--- src/rtl/gfp8_pkg.sv ---
// Shared GFP8 definitions: group geometry, exponent bias, exponent type and
// the dot-sequencer FSM state encoding.
package gfp8_pkg;

  localparam int unsigned GFP_GROUP_SIZE = 32;
  localparam int unsigned GFP_INT_SIZE   = 8;
  localparam int unsigned GFP_BIAS       = 15;

  typedef logic signed [7:0] gfp_exp_t;

  typedef enum logic [1:0] {
    IDLE,
    ISSUE,
    DRAIN,
    DONE
  } seq_state_t;

endpackage

--- src/rtl/gfp8_align_acc.sv ---
// Registered align-and-add of per-group dot results into a block accumulator.
// Optional GFP8_SEQ_ZERO_SKIP_EN: zero mantissas leave the accumulator untouched.
module gfp8_align_acc
  import gfp8_pkg::*;
#(
  parameter int unsigned ACC_W = 48
) (
  input  logic                    i_clk,
  input  logic                    i_reset_n,
  input  logic                    i_clear,
  input  logic                    i_valid,
  input  logic signed [31:0]      i_mantissa,
  input  gfp_exp_t                i_exponent,
  output logic signed [ACC_W-1:0] o_acc,
  output gfp_exp_t                o_acc_exp
);

  localparam int unsigned SH_W = $clog2(ACC_W);

  logic                    first_q;
  logic signed [ACC_W-1:0] acc_q;
  logic signed [ACC_W-1:0] acc_d;
  logic signed [ACC_W-1:0] m_ext;
  gfp_exp_t                exp_q;
  gfp_exp_t                exp_d;
  logic signed [8:0]       diff;
  logic [8:0]              mag;
  logic [SH_W-1:0]         sh;
  logic                    exp_gt;
  logic                    take;

  always_comb begin
    m_ext  = ACC_W'(i_mantissa);
    diff   = 9'(i_exponent) - 9'(exp_q);
    mag    = diff[8] ? 9'(-diff) : 9'(diff);
    // Shifts beyond ACC_W-1 would only repeat the sign bit, so clamp there.
    sh     = (mag > 9'(ACC_W - 1)) ? SH_W'(ACC_W - 1) : SH_W'(mag);
    exp_gt = diff > 9'sd0;
`ifdef GFP8_SEQ_ZERO_SKIP_EN
    take   = i_valid && (i_mantissa != '0);
`else
    take   = i_valid;
`endif
    acc_d  = acc_q;
    exp_d  = exp_q;
    if (first_q) begin
      acc_d = m_ext;
      exp_d = i_exponent;
    end else if (exp_gt) begin
      acc_d = (acc_q >>> sh) + m_ext;
      exp_d = i_exponent;
    end else begin
      acc_d = acc_q + (m_ext >>> sh);
    end
  end

  always_ff @(posedge i_clk or negedge i_reset_n) begin
    if (!i_reset_n) begin
      first_q <= 1'b0;
      acc_q   <= '0;
      exp_q   <= '0;
    end else if (i_clear) begin
      first_q <= 1'b1;
      acc_q   <= '0;
      exp_q   <= '0;
    end else if (take) begin
      first_q <= 1'b0;
      acc_q   <= acc_d;
      exp_q   <= exp_d;
    end
  end

  assign o_acc     = acc_q;
  assign o_acc_exp = exp_q;

endmodule

--- src/rtl/gfp8_dot_sequencer.sv ---
// Streams a command's GFP8 groups through the fixed-latency group-dot datapath
// and folds the returned results into one block result (see GFP8_SEQ_ZERO_SKIP_EN).
module gfp8_dot_sequencer
  import gfp8_pkg::*;
#(
  parameter int unsigned MAX_GROUPS  = 128,
  parameter int unsigned CNT_W       = $clog2(MAX_GROUPS + 1),
  parameter int unsigned DOT_LATENCY = 1,
  parameter int unsigned ACC_W       = 48
) (
  input  logic                                   i_clk,
  input  logic                                   i_reset_n,
  input  logic                                   i_cmd_valid,
  output logic                                   o_cmd_ready,
  input  logic [CNT_W-1:0]                       i_cmd_num_groups,
  input  logic                                   i_grp_valid,
  output logic                                   o_grp_ready,
  input  logic [7:0]                             i_grp_exp_left,
  input  logic [7:0]                             i_grp_exp_right,
  input  logic [GFP_GROUP_SIZE*GFP_INT_SIZE-1:0] i_grp_man_left,
  input  logic [GFP_GROUP_SIZE*GFP_INT_SIZE-1:0] i_grp_man_right,
  output logic [7:0]                             o_dot_exp_left,
  output logic [7:0]                             o_dot_exp_right,
  output logic [GFP_GROUP_SIZE*GFP_INT_SIZE-1:0] o_dot_man_left,
  output logic [GFP_GROUP_SIZE*GFP_INT_SIZE-1:0] o_dot_man_right,
  output logic                                   o_dot_issue,
  input  logic signed [31:0]                     i_dot_mantissa,
  input  gfp_exp_t                               i_dot_exponent,
  output logic                                   o_res_valid,
  input  logic                                   i_res_ready,
  output logic signed [ACC_W-1:0]                o_res_mantissa,
  output gfp_exp_t                               o_res_exponent,
  output logic                                   o_busy
);

  seq_state_t             state_q;
  seq_state_t             state_d;
  logic [CNT_W-1:0]       cnt_q;
  logic [CNT_W-1:0]       n_clamp;
  logic [DOT_LATENCY-1:0] dl_q;
  logic [DOT_LATENCY-1:0] dl_d;
  logic                   accept;
  logic                   grp_hs;

  assign n_clamp = (i_cmd_num_groups > CNT_W'(MAX_GROUPS)) ? CNT_W'(MAX_GROUPS)
                                                           : i_cmd_num_groups;
  assign accept  = i_cmd_valid & o_cmd_ready;
  assign grp_hs  = i_grp_valid & o_grp_ready;
  // Delay line mirrors the datapath pipeline; its MSB marks a result arriving now.
  assign dl_d    = DOT_LATENCY'({dl_q, grp_hs});

  always_ff @(posedge i_clk or negedge i_reset_n) begin
    if (!i_reset_n) begin
      state_q <= IDLE;
      cnt_q   <= '0;
      dl_q    <= '0;
    end else begin
      state_q <= state_d;
      dl_q    <= dl_d;
      if (accept) begin
        cnt_q <= n_clamp;
      end else if (grp_hs) begin
        cnt_q <= cnt_q - CNT_W'(1);
      end
    end
  end

  always_comb begin
    state_d = state_q;
    unique case (state_q)
      IDLE:    if (i_cmd_valid) state_d = (n_clamp == '0) ? DONE : ISSUE;
      ISSUE:   if (grp_hs && cnt_q == CNT_W'(1)) state_d = DRAIN;
      DRAIN:   if (dl_d == '0) state_d = DONE;
      DONE:    if (i_res_ready) state_d = IDLE;
      default: state_d = IDLE;
    endcase
  end

  always_comb begin
    o_cmd_ready     = 1'b0;
    o_grp_ready     = 1'b0;
    o_res_valid     = 1'b0;
    unique case (state_q)
      IDLE:    o_cmd_ready = 1'b1;
      ISSUE:   o_grp_ready = 1'b1;
      DONE:    o_res_valid = 1'b1;
      default: ;
    endcase
    o_busy          = state_q != IDLE;
    o_dot_issue     = grp_hs;
    o_dot_exp_left  = o_grp_ready ? i_grp_exp_left  : '0;
    o_dot_exp_right = o_grp_ready ? i_grp_exp_right : '0;
    o_dot_man_left  = o_grp_ready ? i_grp_man_left  : '0;
    o_dot_man_right = o_grp_ready ? i_grp_man_right : '0;
  end

  gfp8_align_acc #(
    .ACC_W(ACC_W)
  ) u_align_acc (
    .i_clk      (i_clk),
    .i_reset_n  (i_reset_n),
    .i_clear    (accept),
    .i_valid    (dl_q[DOT_LATENCY-1]),
    .i_mantissa (i_dot_mantissa),
    .i_exponent (i_dot_exponent),
    .o_acc      (o_res_mantissa),
    .o_acc_exp  (o_res_exponent)
  );

endmodule

--- config.mk ---
export PLATFORM = sky130hd
export DESIGN_NAME = gfp8_dot_sequencer
export DESIGN_NICKNAME = d
export VERILOG_FILES = /design/src/rtl/gfp8_pkg.sv /design/src/rtl/gfp8_align_acc.sv /design/src/rtl/gfp8_dot_sequencer.sv
export SDC_FILE = /design/constraint.sdc
export NUM_CORES = 1
export LEC_CHECK = 0
export BUFFER_PORTS_ARGS = -buffer_cell sky130_fd_sc_hd__buf_4
export CORE_AREA = 3 3 454 456
export DETAILED_ROUTE_END_ITERATION = 10
export DIE_AREA = 0 0 457 459
export PLACE_DENSITY_LB_ADDON = 0.12
export SLEW_MARGIN = 25
export SYNTH_ARGS = -nofsm -noshare
export SYNTH_HDL_FRONTEND = slang
export SYNTH_SLANG_ARGS = --single-unit
--- constraint.sdc ---
create_clock -name i_clk -period 6.7 [get_ports i_clk]
set_input_delay 1.005 -clock i_clk [delete_from_list [all_inputs] [get_ports i_clk]]
set_output_delay 1.005 -clock i_clk [all_outputs]
set_load 0.1 [all_outputs]
* After elaboration in Yosys (flattened, before gate mapping)
Index checks and enable logic that the tools add are counted.
** Word-level totals
- Bits in registers :: 68
- Latch bits :: 0
- Bits in writable memories :: 0
- Memory bits (read-only) :: 0
- Input bits :: 581
- Word-level logic and storage cells :: 63
- Memories :: 0
** Cells by class
- $add $sub $neg :: 5
- $mul :: 0
- Divide/modulo/power cells :: 0
- Magnitude comparators :: 3
- Eq/ne operators :: 8
- Shift-type cells :: 2
- Mux-type cells :: 28
- Bitwise gates (word level) :: 2
- Reductions and logical operators :: 9
** Operators by type and width (count)
- 256-bit two-way mux :: 2
- 48-bit two-way mux :: 4
- 8-bit two-way mux :: 9
- 48-bit by 32-bit adder with 48-bit output :: 1
- 48-bit adder :: 1
- 32-bit by 6-bit >>> shifter with 48-bit output :: 1
- 48-bit by 6-bit >>> shifter with 48-bit output :: 1
- 2-bit two-way mux :: 5
- 9-bit by 1-bit greater-than comparator with 1-bit output (second input constant) :: 1
- 9-bit by 6-bit greater-than comparator with 1-bit output (second input constant) :: 1
- 9-bit two-way mux :: 1
- 9-bit negator :: 1
- 8-bit by 8-bit subtractor with 9-bit output :: 1
- 8-bit by 1-bit == test with 1-bit output (second input constant) :: 1
- 8-bit greater-than comparator (second input constant) :: 1
- 8-bit logical NOT :: 1
- 2-bit != test (second input constant) :: 4
- 2-bit one-hot mux with 4 select lines :: 1
- 8-bit by 1-bit subtractor with 8-bit output (second input constant) :: 1
- 6-bit two-way mux :: 1
- 2-bit nonzero test :: 3
- 1-bit two-way mux :: 5
- 2-bit == test (second input constant) :: 2
- 4-bit AND reduction :: 1
- other kinds (6) :: 7

* Depth between registers and ports, before layout
Gate-level depths: netlist of run 1.
- Depth after elaboration :: 11
- Depth in mapped cells :: 34
- Gate-level depth less buffers :: 30

* Cells and area by module
Synthesis of run 1 repeated with hierarchy kept, for this count alone.
** Unflattened totals
- Cells, all modules :: 2675
- Area total of the unflattened synthesis :: 18436.4 µm²
** Modules (own cells, without submodules)
- gfp8_align_acc :: times used 1, cells an instance 2014, area each 14213.6 µm²
- gfp8_dot_sequencer :: times used 1, cells an instance 661, area each 4222.8 µm²

* Least setup slack after synthesis of run 1
Ideal clock, no wire load.
- Kind :: register to register
- From :: reg u_align_acc.exp_q[0] (netlist: u_align_acc.o_acc_exp[0])
- To :: reg u_align_acc.acc_q[44] (netlist: u_align_acc.o_acc[44])
- Setup time :: 0.069 ns
- Arrival :: 7.734 ns
- Required time :: 6.631 ns
- Slack :: -1.103 ns
- Stages on the path, launching flop included :: 30
- Buffers on the path :: 2
- Period minus slack after synthesis :: 7.803 ns
- Cells stage by stage :: dfrtp_1 > ha_1 > inv_1 > fa_1 > a211oi_2 > nor2_2 > xor2_2 > nor2_1 > and3_1 > or4_1 > buf_6 > o21ai_4 > buf_6 > mux2_2 > a2111oi_0 > o211a_1 > ha_1 > inv_1 > fa_1 > nand3b_1 > a21oi_1 > o211ai_1 > o211ai_1 > a41oi_1 > o21a_1 > o21ai_0 > a311o_1 > a31oi_1 > or4_1 > nand3_1
** Between the ends
- Word-level cells in the longest chain between the ends :: 11
- Elaborated cells between the ends (all ways) :: 14
- Those cells by class :: add/sub: 4; order compare: 2; shift: 2; mux: 6
** RTL lines
- start, declared :: RTL line gfp8_align_acc.sv:24 : gfp_exp_t exp_q;
- start signal, assigned :: RTL line gfp8_align_acc.sv:69 : exp_q <= exp_d;
- 8-bit by 8-bit subtractor with 9-bit output * :: RTL line gfp8_align_acc.sv:34 : diff = 9'(i_exponent) - 9'(exp_q);
- 9-bit negator :: RTL line gfp8_align_acc.sv:35 : mag = diff[8] ? 9'(-diff) : 9'(diff);
- 9-bit two-way mux :: RTL line gfp8_align_acc.sv:35
- 9-bit by 6-bit greater-than comparator with 1-bit output :: RTL line gfp8_align_acc.sv:37 : sh = (mag > 9'(ACC_W - 1)) ? SH_W'(ACC_W - 1) : SH_W'(mag);
- 6-bit two-way mux :: RTL line gfp8_align_acc.sv:37
- 32-bit by 6-bit >>> shifter with 48-bit output / 48-bit by 6-bit >>> shifter with 48-bit output (equally long branches) :: RTL line gfp8_align_acc.sv:53, gfp8_align_acc.sv:50
- 48-bit adder / 48-bit by 32-bit adder with 48-bit output (equally long branches) :: RTL line gfp8_align_acc.sv:53, gfp8_align_acc.sv:50
- 48-bit two-way mux * :: RTL line gfp8_align_acc.sv:49 : end else if (exp_gt) begin
- 48-bit two-way mux * :: RTL line gfp8_align_acc.sv:46 : if (first_q) begin
- 48-bit two-way mux * :: RTL line gfp8_align_acc.sv:66 : end else if (take) begin
- 48-bit two-way mux * :: RTL line gfp8_align_acc.sv:62 : end else if (i_clear) begin
- end signal, assigned :: RTL line gfp8_align_acc.sv:60 : acc_q <= '0;
- end signal, assigned :: RTL line gfp8_align_acc.sv:64 : acc_q <= '0;
- end signal, assigned :: RTL line gfp8_align_acc.sv:68 : acc_q <= acc_d;
- end, declared :: RTL line gfp8_align_acc.sv:21 : logic signed [ACC_W-1:0] acc_q;
Mark *: on every way between the ends. The rest lies on a longest branch, timed or not. The select of a mux whose other input is x is not followed.
A chain may end at the register's enable or synchronous reset.

* Final worst setup path of run 1
- From :: in i_dot_exponent[0]
- To :: reg u_align_acc.acc_q[46] (netlist: u_align_acc.o_acc[46])
** Between the ends
- Word-level cells in the longest chain between the ends :: 11
- Elaborated cells between the ends (all ways) :: 14
- Those cells by class :: add/sub: 4; order compare: 2; shift: 2; mux: 6
** RTL lines
- start, declared :: RTL line gfp8_dot_sequencer.sv:28 : input gfp_exp_t i_dot_exponent,
- 8-bit by 8-bit subtractor with 9-bit output * :: RTL line gfp8_align_acc.sv:34
- 9-bit negator :: RTL line gfp8_align_acc.sv:35
- 9-bit two-way mux :: RTL line gfp8_align_acc.sv:35
- 9-bit by 6-bit greater-than comparator with 1-bit output :: RTL line gfp8_align_acc.sv:37
- 6-bit two-way mux :: RTL line gfp8_align_acc.sv:37
- 32-bit by 6-bit >>> shifter with 48-bit output / 48-bit by 6-bit >>> shifter with 48-bit output (equally long branches) :: RTL line gfp8_align_acc.sv:53, gfp8_align_acc.sv:50
- 48-bit adder / 48-bit by 32-bit adder with 48-bit output (equally long branches) :: RTL line gfp8_align_acc.sv:53, gfp8_align_acc.sv:50
- 48-bit two-way mux * :: RTL line gfp8_align_acc.sv:49
- 48-bit two-way mux * :: RTL line gfp8_align_acc.sv:46
- 48-bit two-way mux * :: RTL line gfp8_align_acc.sv:66
- 48-bit two-way mux * :: RTL line gfp8_align_acc.sv:62
Marks and branches as above.

==> summary.md, run 1 <==
| Metric | Value |
|---|---|
| H-tree level count | 3 |
| Final Util | 19.95% |
| DP HPWL | 304.6 mm |
| Synth Register Bits | 68 |
| Largest net degree at the start of global routing | 158 |
| Die area | 0.2098 mm^2 |
| Tcrit/Tclk final | 115.4% |
| Total track usage | 30.35% |
| Met3 capacity usage during global routing | 7.965% |
| Critical Path AT | 8050 ps |
| RSZ-0062 raised after global routing | yes |
| # DRC | 0 |
| Yosys Warn Count | 0 |
| Clock slew at reported path FFs | 80 ps |
| Met2 usage | 52.22% |
| Die W | 457 um |
| Number of synthesized flops with an enable pin | 0 |
| Critical path class | in -> reg |
| Slowest library cell on the worst path | fa_2 |
| Area leader, netlist | and2_1 |
| Endpoints failing hold | 0 |
| DIE HEIGHT | 459 um |
| Syn Std Cell Area | 0.01891 mm^2 |
| Final setup violating endpoints | 41 |
| Layout area overhead | 113.2% |
| Syn nets | 3,433 |
| Num CTS Buffers | 9 |
| Total wire length | 333.1 mm |
| # rows | 165 |
| Startpoint types | input port |
| Drt pass-1 iters | 5 |
| Synth async-reset ratio | 100.0% |
| Share of the synthesized area in the top cell type | 18.22% |
| Clock buffer depth | 2 |
| Multi-input gate area | 0.01864 mm^2 |
| Grt total ovfl | 0 |
| Starting density of the core | 9.358% |
| Status | complete, but fails checks |
| Nets | 5,286 |
| Register area share after synthesis | 8.996% |
| Port buffer count | 1,169 |
| Sinks on Clock Net | 68 |
| Core area | 0.2021 mm^2 |
| GRT met1 Usage | 38.54% |
| Proportion of layout cells with a drive suffix above 1 | 53.55% |
| Max-Cap Viols | 0 |
| Skew final | 21.83 ps |
| Fmax achieved | 129.3 MHz |
| Relative slew margins | 31.05% |
| FF/Latch Area | 0.001705 mm^2 |
| Main synth FF type | dfrtp_1 |
| Reg2reg path depth | 35 |
| Antenna violations before repair | 127 |
| Mapped Cells | 2,728 |
| Hold WC Path Type | in -> async |
| Mapped Avg Cell Area | 6.933 um^2 |
| Final antenna-violating net count | 0 |
| Via/cell ratio | 4.324 |
| Vias in the first global route | 30,410 |
| Iteration-0 DRC Markers | 2,686 |
| CTS tree | done |
| Max-slew violations | 0 |
| Detailed-route via count | 31,722 |
| Library cells used by synthesis | 95 |
| Worst Tran Pin Value | 1032 ps |
| Drt wl/cell | 45.40 um |
| Failing checks | setup timing |
| Setup ws final | -1033 ps |
| CP Max Fanout | 4 |
| First-pass GRT wire length | 401.6 mm |
| CP required | 7020 ps |
| Critical Path End Type | register |
| Worst slack, placed | -2321 ps |
| Fill cells | 23,103 |
| Clock root buffer | clkbuf_16 |
| Io pins | 1,170 |
| Top Usage Layer GRT | met2 |
| Final worst path period need | 7733 ps |
| Critical path's most frequent cell | buf_4 |
| Synth area leaders | and2_1, dfrtp_1, ha_1, mux2i_1, a21oi_1 |
| Placer's final routability congestion estimate | 1.001 |
| Skew-Pair Late Insertion Delay | 420 ps |
| Crit-path max cell delay | 570 ps |
==> cells in the mapped netlist (14+ instances only) <==
library cell  number
dfrtp_1           68
nand2b_1          16
o21bai_1          15
a31oi_1           31
nand2_1          201
and2_1           551
o211ai_1          53
ha_1             121
a211oi_1          48
nand4_1           14
o221ai_1          29
mux2_2            29
and3_1            27
nand3_1           70
o2111ai_1         14
inv_1             65
o21a_1            17
nor2_1           168
o22ai_1           32
a21oi_1          195
o31ai_1           17
xor2_1            37
mux2i_1          101
xnor2_1           54
nor3_1            47
clkbuf_1         147
a221oi_1          24
o21ai_0          161
a21o_1            70
buf_2             22
o211a_1           14
==> layer usage <==
layer	share of wire, %	routed length (um)	vias to the layer above
li1	-	-	13717
met1	42	141500	16268
met2	48	159200	1390
met3	7.4	24600	265
met4	2.2	7282	82
met5	0.17	577	-
==> state kept, by name, summed over array words and instances, names as in the netlist <==
| name | cells |
|---|---|
| u_align_acc.o_acc | 48 |
| cnt_q | 8 |
| u_align_acc.o_acc_exp | 8 |
| state_q | 2 |
| dl_q | 1 |
| u_align_acc.first_q | 1 |
==> timing repair <==
| action | in CTS | in global routing |
|---|---|---|
| pin swaps | 64 | 160 |
| hold buffers | 0 | 0 |
| setup buffers | 49 | 67 |
| resized for setup | 204 | 329 |
| endpoints found under the setup margin | 43 | 44 |
| gates cloned | 3 | 2 |
==> layout make-up <==
cell class | count | share of cell area [%]
Inverter | 66 | 0.6454
Antenna cell | 78 | 0.4841
Sequential cell | 68 | 4.229
Multi-Input combinational cell | 2397 | 46.22
Clock buffer | 11 | 0.5771
Timing Repair Buffer | 2039 | 39.42
Clock inverter | 5 | 0.1365
Tap cell | 2672 | 8.291
==> per-stage QoR <==
| step | cells | hold WS, ps | area [um^2] | setup TNS (ps) |
|---|---|---|---|---|
| after floorplan | 2728 | 497.4 | 19140 | -4532 |
| after global placement | 7132 | 545.6 | 36370 | -79130 |
| after detailed placement | 7132 | 548.6 | 36370 | -77950 |
| after CTS | 7197 | 507.6 | 38010 | -24470 |
| after global routing | 7308 | 517.8 | 40250 | -34490 |
| final | 7336 | 507.5 | 40320 | -23980 |
==> logic make-up (layout without fill, tap and decap cells) <==
group	Yosys count	count (layout)	share of synthesized area [%]
DFF	68	68	8.996
other	0	78	0
buffers and inverters	264	2121	5.828
and+or+nand+nor	1168	1169	33.40
adders and majority gates	124	124	8.322
muxes	131	131	7.191
AOI/OAI and AO/OA	880	880	31.88
xor gates and xnor gates	93	93	4.386
==> worst max-delay path, delay by kind of cell <==
kind / cells / cell delay [ps]
xor+xnor: 1 / 150
compound gates: 11 / 1950
mux: 4 / 920
fa+ha+maj: 5 / 1360
buf+inv: 11 / 1280
simple gates: 5 / 1350
==> path summary, 6_finish.rpt <==
| kind | from | end | slack (ps) |
|---|---|---|---|
| worst max-delay path | i_dot_exponent[0] | u_align_acc.o_acc[46] | -1030 |
| worst min-delay path | i_reset_n | u_align_acc.o_acc_exp[2] | 510 |
| worst max register to register | u_align_acc.o_acc_exp[2] | u_align_acc.o_acc[46] | -700 |
| worst min register to register | state_q[1] | state_q[1] | 560 |
| max in group asynchronous | i_reset_n | u_align_acc.first_q | 4950 |
| min in group i_clk | state_q[1] | state_q[1] | 560 |
==> cells in the final DEF, fill, tap and decap left out, types with 69 or more instances in the layout <==
| master | netlist | final |
|---|---|---|
| ha_1 | 121 | 97 |
| mux2i_1 | 101 | 87 |
| a21oi_1 | 195 | 146 |
| a21o_1 | 70 | 69 |
| diode_2 | 0 | 78 |
| buf_4 | 8 | 1954 |
| nand2_1 | 201 | 196 |
| nor2_1 | 168 | 154 |
| and2_1 | 551 | 544 |
| o21ai_0 | 161 | 100 |
Power of run 1 is left out: the tool's default activity adds up to more than one toggle a clock period on the data nets, which glitch-free logic cannot reach.
==> inputs of run 2 (changes only) <==
Settings changed: CELL_PAD_IN_SITES_DETAIL_PLACEMENT set to 1, CELL_PAD_IN_SITES_GLOBAL_PLACEMENT set to 2, CORE_AREA 3 3 454 456 to 3 3 456 458, CTS_CLUSTER_DIAMETER set to 120, DIE_AREA 0 0 457 459 to 0 0 459 461, MAX_ROUTING_LAYER set to met4.
==> summary.md, run 2 (same netlist as run 1, synthesis figures left out) <==
| Metric | Value |
|---|---|
| R2R Path End | u_align_acc.o_acc[42] |
| DP HPWL | 300.3 mm (-1.4%) |
| Max-slew violations | 0 (unchanged) |
| Setup ws final | -1074 ps (-40.34 ps) |
| R2R Path Start | u_align_acc.o_acc_exp[0] |
| Die area | 0.2116 mm^2 (+0.88%) |
| Final worst path period need | 7774 ps (+40.34 ps) |
| Clock buffer depth | 2 (unchanged) |
| Tcrit/Tclk final | 116.0% (+0.60 points) |
| CP Capture Point | u_align_acc.o_acc[42] |
| Layout area overhead | 112.4% |
| Most common cell after layout, fill and taps aside | buf_4 |
| Status | complete, but fails checks |
| Critical path class | in -> reg |
| Final antenna-violating net count | 0 (unchanged) |
| Crit-path max cell delay | 610 ps (+40 ps) |
| Startpoint types | input port |
| Met3 capacity usage during global routing | 7.038% (-0.93 points) |
| Relative slew margins | 28.15% (-2.9 points) |
| H-tree level count | 3 (unchanged) |
| Grt total ovfl | 0 (unchanged) |
| GRT met1 Usage | 39.87% (+1.3 points) |
| Max-Cap Viols | 0 (unchanged) |
| DIE HEIGHT | 461 um (+0.44%) |
| Sinks on Clock Net | 68 (unchanged) |
| Iteration-0 DRC Markers | 2,070 (-23%) |
| Largest net degree at the start of global routing | 137 (-13%) |
| Vias in the first global route | 31,636 (+4.0%) |
| Placer's final routability congestion estimate | 1.050 (+4.9%) |
| Final setup TNS | -25,540 ps (-1560 ps) |
| CP Max Fanout | 5 (+1) |
| Family with the most delay on the worst path | compound AO/OA/AOI/OAI gates |
| First-pass GRT wire length | 401.5 mm (about the same) |
| Proportion of layout cells with a drive suffix above 1 | 52.88% (-0.67 points) |
| Nets | 5,301 (+0.28%) |
| Top Usage Layer GRT | met2 |
| Reg2Reg Setup Slack | -730 ps (-30 ps) |
| Max reg flops | 48 (unchanged) |
| Total track usage | 30.68% (+0.33 points) |
| Skew final | 28.40 ps (+6.573 ps) |
| Antenna violations before repair | 145 (+14%) |
| Core area | 0.2044 mm^2 (+1.1%) |
| Drt pass-1 iters | 5 (unchanged) |
| CP Launch Point | i_dot_exponent[0] |
| Clock slew at reported path FFs | 70 ps (about the same) |
| # DRC | 0 (unchanged) |
| Endpoints failing hold | 0 (unchanged) |
| Final setup violating endpoints | 41 (unchanged) |
| Clock root buffer | clkbuf_16 |
| Final hold slack | 578.4 ps (+70.90 ps) |
| Most frequent cells in the layout | buf_4, and2_1, nand2_1 |
| Fill cells | 24,470 (+5.9%) |
| Fmax achieved | 128.6 MHz (-0.52%) |
| Critical Path Stages | 34 (-8.1%) |
| Skew-Pair Late Insertion Delay | 430 ps (about the same) |
| Total wire length | 327.9 mm (-1.6%) |
| Io pins | 1,170 (unchanged) |
| Via/cell ratio | 4.196 (-3.0%) |
| Failing checks | setup timing |
| Critical Path AT | 8020 ps (-30 ps) |
| Hold WC Path Type | in -> async |
| Num CTS Buffers | 9 (unchanged) |
| Worst Tran Pin Value | 1071 ps (+38.95 ps) |
| Worst slack, placed | -2187 ps (+133.9 ps) |
| Die W | 459 um (+0.44%) |
| Critical Path End Type | register |
| CTS tree | done |
| # rows | 166 (+0.61%) |
| Drt wl/cell | 44.49 um (-2.0%) |
| Reg2reg path depth | 32 (-8.6%) |
| CP required | 6950 ps (-70 ps) |
| RSZ-0062 raised after global routing | yes |
| Starting density of the core | 9.255% (-0.10 points) |
| Worst Path Buf+Inv | 8 (-3) |
| Port buffer count | 1,169 (unchanged) |
| Met2 usage | 50.54% (-1.7 points) |
| Slowest library cell on the worst path | or4_4 |
| Detailed-route via count | 30,918 (-2.5%) |
-- run 2: cell count changes in the layout (fill, tap and decap cells not counted), moves of 6 or more --
cell and change:
a31oi_1 -6, a31oi_2 +6, buf_4 +20, buf_6 -12
ha_1 +7, nor2_4 -6, o21ai_0 +8, o21ai_1 +6
o21ai_2 -10
-- run 2: worst min path at each step --
stage	startpoint	end	slack [ps]	cells after the start
after global routing	i_reset_n	u_align_acc.o_acc_exp[1]	590	1
after floorplan	state_q[1]	state_q[1]	500	2
final	i_reset_n	u_align_acc.o_acc_exp[2]	580	1
after CTS	i_reset_n	u_align_acc.o_acc_exp[2]	570	1
after detailed placement	state_q[1]	state_q[1]	560	2
after global placement	state_q[1]	state_q[1]	550	2
-- run 2: final cells by class --
class	count	area, um^2	area share (%)
Multi-Input combinational cell	2396	18320	45.60
Timing Repair Buffer	2055	16020	39.88
Tap cell	2688	3363	8.371
Sequential cell	68	1705	4.245
Inverter	66	260.3	0.6478
Clock buffer	10	239.0	0.5948
Antenna cell	80	200.2	0.4983
Clock inverter	6	63.81	0.1588
-- run 2: metal layers --
layer | routed length [um] | up-vias
met4 | 2228 | 0
met5 | 0 | -
met1 | 149000 | 15962
met2 | 155500 | 1059
li1 | - | 13803
met3 | 21140 | 94
-- run 2: stage by stage --
step | std cells | area, um^2 | util (%)
floorplan | 2728 | 19140 | -
global placement | 7179 | 36720 | 17.97
detailed placement | 7179 | 36740 | 17.97
CTS | 7254 | 39110 | 19.14
global route | 7359 | 40150 | 19.65
finish | 7369 | 40180 | 19.66
-- run 2: what timing repair did --
item,in CTS,in global routing
pin swaps,110,71
endpoints found under the setup margin,42,44
hold buffers,0,0
resized for setup,333,124
setup buffers,61,40
cloned,1,1
Power of run 2 is left out for the same reason.
==> inputs of run 3 (changes only) <==
Settings changed: CORE_AREA 3 3 456 458 to 3 3 448 450, DIE_AREA 0 0 459 461 to 0 0 451 453.
Clock period 6.7 ns to 8.9 ns, I/O delays scaled along.
==> summary.md, run 3 (same netlist as run 1, synthesis figures left out) <==
| Metric | Value |
|---|---|
| Most common cell after layout, fill and taps aside | buf_4 |
| Sinks on Clock Net | 68 (unchanged) |
| Detailed-route via count | 29,542 (-4.5%) |
| Drt wl/cell | 41.90 um (-5.8%) |
| Die W | 451 um (-1.7%) |
| Layout area overhead | 92.74% |
| Placed Instances | 7,025 (-2.1%) |
| # rows | 163 (-1.8%) |
| Num CTS Buffers | 9 (unchanged) |
| Port buffer count | 1,169 (unchanged) |
| DIE HEIGHT | 453 um (-1.7%) |
| Drt pass-1 iters | 5 (unchanged) |
| Worst Tran Pin Value | 989.8 ps (-80.83 ps) |
| # DRC | 0 (unchanged) |
| Max reg flops | 48 (unchanged) |
| Setup ws final | 357.7 ps (+1431 ps) |
| Core area | 0.1970 mm^2 (-3.6%) |
| Final setup TNS | 0 ps (+25,540 ps) |
| CTS tree | done |
| Starting density of the core | 9.601% (+0.35 points) |
| Hold_buf cts | 0 (unchanged) |
| Die area | 0.2043 mm^2 (-3.4%) |
| Final Instance Area | 0.03646 mm^2 (-9.3%) |
| Via/cell ratio | 4.142 (-1.3%) |
| Final worst path period need | 8542 ps |
| RSZ-0062 raised after global routing | no |
| Clock root buffer | clkbuf_16 |
| Crit-path max cell delay | 540 ps (-70 ps) |
| Clock slew at reported path FFs | 70 ps (about the same) |
| Hold WC Path Type | reg -> reg |
| Endpoints failing hold | 0 (unchanged) |
| Iteration-0 DRC Markers | 1,878 (-9.3%) |
| Largest net degree at the start of global routing | 199 (+45%) |
| Max-slew violations | 0 (unchanged) |
| Total wire length | 298.8 mm (-8.9%) |
| CP required | 9250 ps (+2300 ps) |
| Status | complete, no violations |
| Tcrit/Tclk final | 95.98% |
| Io pins | 1,170 (unchanged) |
| H-tree level count | 3 (unchanged) |
| Most frequent cells in the layout | buf_4, and2_1, nand2_1 |
| Critical Path End Type | register |
| Final setup violating endpoints | 0 (-100%) |
| Critical Path AT | 8900 ps (+880 ps) |
| Antenna violations before repair | 138 (-4.8%) |
| Critical path's most frequent cell | buf_4 |
| Vias in the first global route | 30,127 (-4.8%) |
| Post-placement cell area | 0.03563 mm^2 (-3.0%) |
| Fmax achieved | 117.1 MHz |
| Max-Cap Viols | 0 (unchanged) |
| Final antenna-violating net count | 0 (unchanged) |
| Slowest library cell on the worst path | or4_4 |
| Startpoint types | input port |
| Fill cells | 23,951 (-2.1%) |
| Skew final | 29.52 ps (+1.113 ps) |
| Worst slack, placed | -605.4 ps (+1582 ps) |
| Non-filler cells, final | 7,132 (-3.2%) |
| Skew-Pair Late Insertion Delay | 450 ps (+20 ps) |
| Total track usage | 28.90% (-1.8 points) |
| First-pass GRT wire length | 370.1 mm (-7.8%) |
| Grt total ovfl | 0 (unchanged) |
| CP Max Fanout | 17 (+12) |
| Relative slew margins | 32.31% (+4.2 points) |
| DP HPWL | 273.1 mm (-9.0%) |
| Critical path class | in -> reg |
| Proportion of layout cells with a drive suffix above 1 | 45.20% (-7.7 points) |
| Clock buffer depth | 2 (unchanged) |
| Placer's final routability congestion estimate | 0.9850 (-6.2%) |
| Nets | 5,105 (-3.7%) |
==> run 3: cell types whose count changed in the layout (fill, tap and decap cells not counted), moves of 15 or more <==
cell	before	now
a21oi_2	42	7
o21ai_1	48	12
buf_6	44	1
a21oi_1	145	188
a211oi_1	24	45
buf_4	1974	1838
o21ai_0	108	157
xnor2_1	39	54
a211oi_2	20	4
==> run 3: area by class of cell <==
type | instances | area [um^2] | share of cell area (%)
Antenna cell | 87 | 217.7 | 0.5972
Clock buffer | 10 | 239.0 | 0.6555
Clock inverter | 6 | 111.4 | 0.3055
Inverter | 66 | 247.7 | 0.6796
Multi-Input combinational cell | 2396 | 16430 | 45.06
Sequential cell | 68 | 1704 | 4.675
Tap cell | 2640 | 3303 | 9.061
Timing Repair Buffer | 1859 | 14200 | 38.97
==> run 3: per-layer routing <==
layer	GRT usage (%)	wire, um
met5	-	0
met4	1.946	2167
met3	4.798	14880
met2	47.77	142500
met1	38.44	139300
==> run 3: path summary, 6_finish.rpt <==
path,start,endpoint,slack (ps),cells past startpoint
min in group asynchronous,i_reset_n,u_align_acc.o_acc_exp[0],850,1
setup / recovery,i_dot_exponent[0],u_align_acc.o_acc[44],360,38
hold reg to reg,u_align_acc.o_acc[26],u_align_acc.o_acc[26],520,1
setup reg to reg,u_align_acc.o_acc_exp[0],u_align_acc.o_acc[44],960,36
max in group asynchronous,i_reset_n,u_align_acc.o_acc[0],6840,2
hold / removal,u_align_acc.o_acc[26],u_align_acc.o_acc[26],520,1
==> run 3: per-stage QoR <==
stage                     hold WS (ps)  util (%)
after CTS                        526.1     18.29
after global placement           493.5     18.08
after detailed placement         510.9     18.08
final                            523.2     18.50
after floorplan                  497.4         -
after global routing             547.0     18.47
==> run 3: worst max-delay path: cells and delay by family <==
kind	cells	cell delay (ps)
compound gates	12	2340
fa+ha+maj	5	1380
buf+inv	13	1760
mux	3	600
simple gates	5	1440
==> run 3: what timing repair did <==
action                     4_1_cts  5_1_grt
pin swaps                        1        9
gates resized for setup          5       42
setup endpoints to repair       11       24
buffers inserted                 2        2
Power of run 3 is left out for the same reason.
